===== src/rtl/relay_link_rx.sv =====
// Relay line receiver: synchronises the peer's serial line, locks onto the frame
// preamble, deserialises and parity-checks each byte, and queues good bytes in a small FIFO.
module relay_link_rx #(
  parameter int         BIT_PERIOD = 16,
  parameter logic [3:0] PREAMBLE   = 4'b1010,
  parameter int         FIFO_AW    = 2
) (
  input  logic       ck_1356meg,
  input  logic       nreset,
  input  logic       data_in,
  input  logic       enable,
  output logic [7:0] rx_data,
  output logic       rx_valid,
  input  logic       rx_ready,
  output logic       sof,
  output logic       parity_err,
  output logic       overrun,
  input  logic       overrun_clr
);

  localparam int TW = (BIT_PERIOD > 2) ? $clog2(BIT_PERIOD) : 1;
  localparam logic [TW-1:0] T_SAMPLE = TW'(BIT_PERIOD / 2 - 1);
  localparam logic [TW-1:0] T_LAST   = TW'(BIT_PERIOD - 1);
  localparam int DEPTH = 1 << FIFO_AW;

  typedef enum logic [2:0] {HUNT, PRE, DATA, PAR, GAP} state_t;

  function automatic logic parity_bad(input logic [7:0] d, input logic p);
    return ^{d, p};
  endfunction

  state_t          state, state_nx;
  logic            din_meta, din_s, din_d;
  logic            rise, sample;
  logic [TW-1:0]   t;
  logic [2:0]      idx;
  logic [7:0]      shreg;
  logic            sof_set, perr_set, ovr_set, wr_en;
  logic [FIFO_AW:0] wptr, rptr;
  logic [7:0]      mem [DEPTH];
  logic            empty, full, pop;

  // Stage 0: two-flop synchroniser plus edge-detect register
  always_ff @(posedge ck_1356meg or negedge nreset) begin
    if (!nreset) begin
      din_meta <= 1'b0;
      din_s    <= 1'b0;
      din_d    <= 1'b0;
    end else begin
      din_meta <= data_in;
      din_s    <= din_meta;
      din_d    <= din_s;
    end
  end

  assign rise   = din_s & ~din_d;
  assign sample = (t == T_SAMPLE);

  assign empty = (wptr == rptr);
  assign full  = (wptr[FIFO_AW] != rptr[FIFO_AW]) &&
                 (wptr[FIFO_AW-1:0] == rptr[FIFO_AW-1:0]);
  assign pop   = !empty && rx_ready;

  // Stage 1: frame state machine
  always_ff @(posedge ck_1356meg or negedge nreset) begin
    if (!nreset) state <= HUNT;
    else         state <= state_nx;
  end

  always_comb begin
    state_nx = state;
    sof_set  = 1'b0;
    perr_set = 1'b0;
    ovr_set  = 1'b0;
    wr_en    = 1'b0;
    if (!enable) begin
      state_nx = HUNT;
    end else begin
      case (state)
        HUNT: if (rise) state_nx = PRE;
        PRE: if (sample) begin
          if (din_s != PREAMBLE[2'd3 - idx[1:0]]) begin
            state_nx = HUNT;
          end else if (idx == 3'd3) begin
            state_nx = DATA;
            sof_set  = 1'b1;
          end
        end
        DATA: if (sample && idx == 3'd7) state_nx = PAR;
        PAR: if (sample) begin
          state_nx = GAP;
          if (parity_bad(shreg, din_s)) perr_set = 1'b1;
          else if (full && !pop)        ovr_set  = 1'b1;
          else                          wr_en    = 1'b1;
        end
        GAP: if (sample && !din_s) state_nx = HUNT;
        default: state_nx = HUNT;
      endcase
    end
  end

  // Bit timer restarts on every HUNT cycle so the first sample lands mid-bit after the rise
  always_ff @(posedge ck_1356meg or negedge nreset) begin
    if (!nreset) begin
      t          <= '0;
      idx        <= '0;
      shreg      <= '0;
      sof        <= 1'b0;
      parity_err <= 1'b0;
      overrun    <= 1'b0;
    end else begin
      if (state == HUNT)    t <= '0;
      else if (t == T_LAST) t <= '0;
      else                  t <= t + 1'b1;

      if (state == HUNT)
        idx <= '0;
      else if (sample && (state == PRE || state == DATA))
        idx <= (state_nx != state) ? 3'd0 : idx + 3'd1;

      if (enable && state == DATA && sample)
        shreg <= {shreg[6:0], din_s};

      sof        <= sof_set;
      parity_err <= perr_set;
      if (ovr_set)          overrun <= 1'b1;
      else if (overrun_clr) overrun <= 1'b0;
    end
  end

  // Stage 2: byte FIFO; a pop in the write cycle frees the slot the write needs
  always_ff @(posedge ck_1356meg or negedge nreset) begin
    if (!nreset) begin
      wptr <= '0;
      rptr <= '0;
    end else begin
      if (wr_en) wptr <= wptr + 1'b1;
      if (pop)   rptr <= rptr + 1'b1;
    end
  end

  always_ff @(posedge ck_1356meg) begin
    if (wr_en) mem[wptr[FIFO_AW-1:0]] <= shreg;
  end

  assign rx_valid = !empty;
  assign rx_data  = empty ? 8'h00 : mem[rptr[FIFO_AW-1:0]];

endmodule


===== config.mk =====
export PLATFORM = sky130hd
export DESIGN_NAME = relay_link_rx
export DESIGN_NICKNAME = d
export VERILOG_FILES = /design/src/rtl/relay_link_rx.sv
export SDC_FILE = /design/constraint.sdc
export NUM_CORES = 1
export LEC_CHECK = 0
export CAP_MARGIN = 20
export CORE_MARGIN = 5
export CORE_UTILIZATION = 25
export DETAILED_ROUTE_END_ITERATION = 8
export SLEW_MARGIN = 20
export SYNTH_ARGS = -nofsm -noshare
export SYNTH_HDL_FRONTEND = slang
export SYNTH_SLANG_ARGS = --single-unit

===== constraint.sdc =====
create_clock -name ck_1356meg -period 2.05 [get_ports ck_1356meg]
set_clock_uncertainty 0.1 [all_clocks]
set_input_delay 0.205 -clock ck_1356meg [delete_from_list [all_inputs] [get_ports ck_1356meg]]
set_output_delay 0.205 -clock ck_1356meg [all_outputs]
set_load 0.05 [all_outputs]

==> impl_metrics.csv <==
group,metric,value,unit
clocking,clkTransAtPathRegs,0.07,ns
pwr,powerDensity,828,nW/um2
sta,finalWorstSetupSlack,-0.0837,ns
die,die_y,116,um
sta,timing.final.crit_period,2.13,ns
sta,hold_viol,0,
critical_path,crit_path_max_fanout,4,
critical_path,arrival,2.25,ns
critical_path,worstPathRequired,2.17,ns
yosys,syn_avg_cell_area,14.5,um2
critical_path,ff2ff_path_depth,7,
yosys,mappedNetlistNets,210,
yosys,synth_seq_cells,62,
finish,nets,266,
critical_path,worstSetupEndpointType,"register",
yosys,synth_area,2790,um2
die,core,10900,um2
sta,rsz0062_at_grt,"yes",
sta,whs,0.157,ns
pwr,clkPwrFrac,31.7,%
finish,nFillCells,1038,
die,die_w,116,um
place,pre_cts_ws,-0.0917,ns
finish,drive_gt1_share,37.8,%
finish,final_core_util,34.0,%
sta,fin_crit_sh,104,%
pwr,p_int,0.00217,W
yosys,yosysSeqAreaShare,61.3,%
critical_path,reg2reg_slack,-0.08,ns
routing,wirelength,5150,um
routing,dr_wl_met2,2690,um
finish,area_delta_synth_final,32.7,%
clocking,cts_buffers,9,
global_route,grt_pass1_vias,1778,
yosys,synth_edf_count,32,
routing,top_layer_used,"met4",
critical_path,worstReg2RegEnd,"idx[0]",
critical_path,path_class,"reg -> reg",
global_route,antenna_found_initial,0,
worst_hold_path,hold_path.class,"in -> async",
pwr,leakage,1.57,nW
routing,m1WireLength,2210,um
die,start_util,25.6,%
clocking,h-tree-depth,3,
global_route,grt_pass1_wl,8620,um
clocking,clock_sinks,62,
critical_path,worst_setup_path_start_kind,"register",
finish,multi_input_area,1050,um2
clocking,clk_path_buf_depth,2,
critical_path,r2r-start,"idx[1]",
sta,max_freq,0.469,GHz
finish,final_cell_mix,"edfxtp_1 (32), buf_4 (31), dfrtp_1 (30), and2_4 (11)",
pwr,p_switching,0.000898,W
routing,drtIter0Drc,47,
finish,design_area,3700,um2
sta,final.setup.tns,-0.239,ns
finish,ff_latch_area,1710,um2
routing,wl_met3,206,um
sta,worst_pin_slew,0.506,ns
place,portBuffers,17,
pwr,max-vdd-ir-drop,0.537,mV
yosys,synth_ff_type,"edfxtp_1",
yosys,synth_warnings,0,
global_route,track_usage,8.46,%
clocking,tritoncts,"yes",
yosys,synth_area_leaders,"edfxtp_1 (34%), dfrtp_1 (27%), mux4_2 (6.5%)",
place,place_area,3400,um2
place,place_congestion,0.821,
global_route,grt_max_degree,31,
yosys,synth_cell_types,41,
sta,setup_viol,3,
routing,dr.pass1.iters,4,
clocking,cts-root-buf,"clkbuf_8",
clocking,clock_latency,0.34,ns
yosys,async_flop_share,48.4,%
finish,diodes,0,
global_route,overflow,0,
yosys,synth_cells,193,
pwr,power_frac_comb,23.3,%
status,status,"finished with violations",
sta,drv_slew,0,
pwr,seq_power_share,45.0,%
status,violations,"negative setup slack",
routing,vias,1711,
yosys,post-synth-top-area-cell,"edfxtp_1",
die,io_pins,18,
yosys,yosys.area.top_type_share,34.4,%
die,fp-row-count,38,
sta,relSlewSlack,66.2,%
pwr,swShare,29.3,%
die,die_area,13400,um2
run,drv_cap,0,
finish,final_common_cell,"edfxtp_1",
routing,post_drt_wl_per_cell,13.1,um
place,dpl.hpwl,3570,um
routing,route.detailed.drc,0,
routing,antenna_left,0,
routing,avgViaCountPerCell,4.34,
[synthesized netlist by cell type, drive strengths merged, types with 2 or more instances]
library cell / instances
a211o: 2
mux4: 8
nor2: 6
inv: 12
xor2: 2
clkbuf: 4
o22ai: 4
or3: 4
o21ai: 5
nand2: 5
mux2: 10
nand4b: 2
xnor2: 12
buf: 3
nor3: 3
and2: 11
edfxtp: 32
nand3: 5
a311oi: 2
dfrtp: 30
ha: 11
a21oi: 6
[critical path, stage by stage, from the launching register on]
cell and delay, ns:
dfrtp_1 0.40, inv_2 0.07, ha_4 0.15, or3_1 0.34, a211o_1 0.31, o311a_1 0.31
o2111ai_2 0.23, o21ai_1 0.11
[layer usage]
metal  up-vias  track usage [%]
li1        821                -
met1       852             9.63
met2        33             14.7
met3         5             3.13
met4         0             2.78
met5         -                0
[flip-flops by register name (all words and copies together), names as in the netlist]
signal,count
parity_err,1
mem,32
overrun,1
idx,3
wptr,3
din_s,1
din_meta,1
state,3
din_d,1
t,4
sof,1
rptr,3
shreg,8
[cell families (layout without fill, tap and decap cells)]
family / after synthesis / after routing / share of synthesized area [%]
multiplexers: 18 / 18 / 10.5
flip-flops: 62 / 62 / 61.3
adder cells (fa/ha/maj): 11 / 11 / 4.93
buffers and inverters: 19 / 80 / 2.91
XOR/XNOR: 15 / 15 / 5.47
AND/OR/NAND/NOR: 43 / 43 / 8.74
AO/OA/AOI/OAI: 25 / 25 / 6.14
[through the flow]
| step | std cells | power, W |
|---|---|---|
| floorplan | 193 | 0.00179 |
| global placement | 370 | 0.00202 |
| detailed placement | 370 | 0.00203 |
| CTS | 393 | 0.00311 |
| global route | 394 | 0.00323 |
| finish | 394 | 0.00307 |
[power by group through the flow]
stage                     Sequential (W)  Combinational [W]  Clock, W
after floorplan                  0.00139           0.000399         0
after global placement           0.00140           0.000617         0
after detailed placement         0.00140           0.000628         0
after CTS                        0.00138           0.000713   0.00101
after global routing             0.00139           0.000776   0.00107
final                            0.00138           0.000715  0.000972
[worst max-delay path by stage]
stage | startpoint | to | depth (start not counted)
4_1_cts | idx[1] | idx[2] | 7
2_1_floorplan | shreg[1] | mem[2][0] | 5
6_report | idx[1] | idx[0] | 7
5_1_grt | idx[1] | idx[0] | 7
3_3_place_gp | idx[1] | idx[2] | 7
3_5_place_dp | shreg[1] | mem[2][5] | 5
[final cells by class]
cell class / instances / share of cell area, %
sequential: 62 / 46.2
multi-input combinational: 112 / 28.3
timing repair buffer: 52 / 14.6
tap: 140 / 4.73
clock buffer: 9 / 3.34
clock inverter: 7 / 1.52
inverter: 12 / 1.22
[what timing repair did]
item                       in CTS  in global routing
hold buffers                    0                  0
pin swaps                      11                  7
gates cloned                    1                  0
gates resized for setup        18                  4
setup endpoints to repair      43                 46
setup buffers                   6                  1
(Power assumes the default switching activity.)
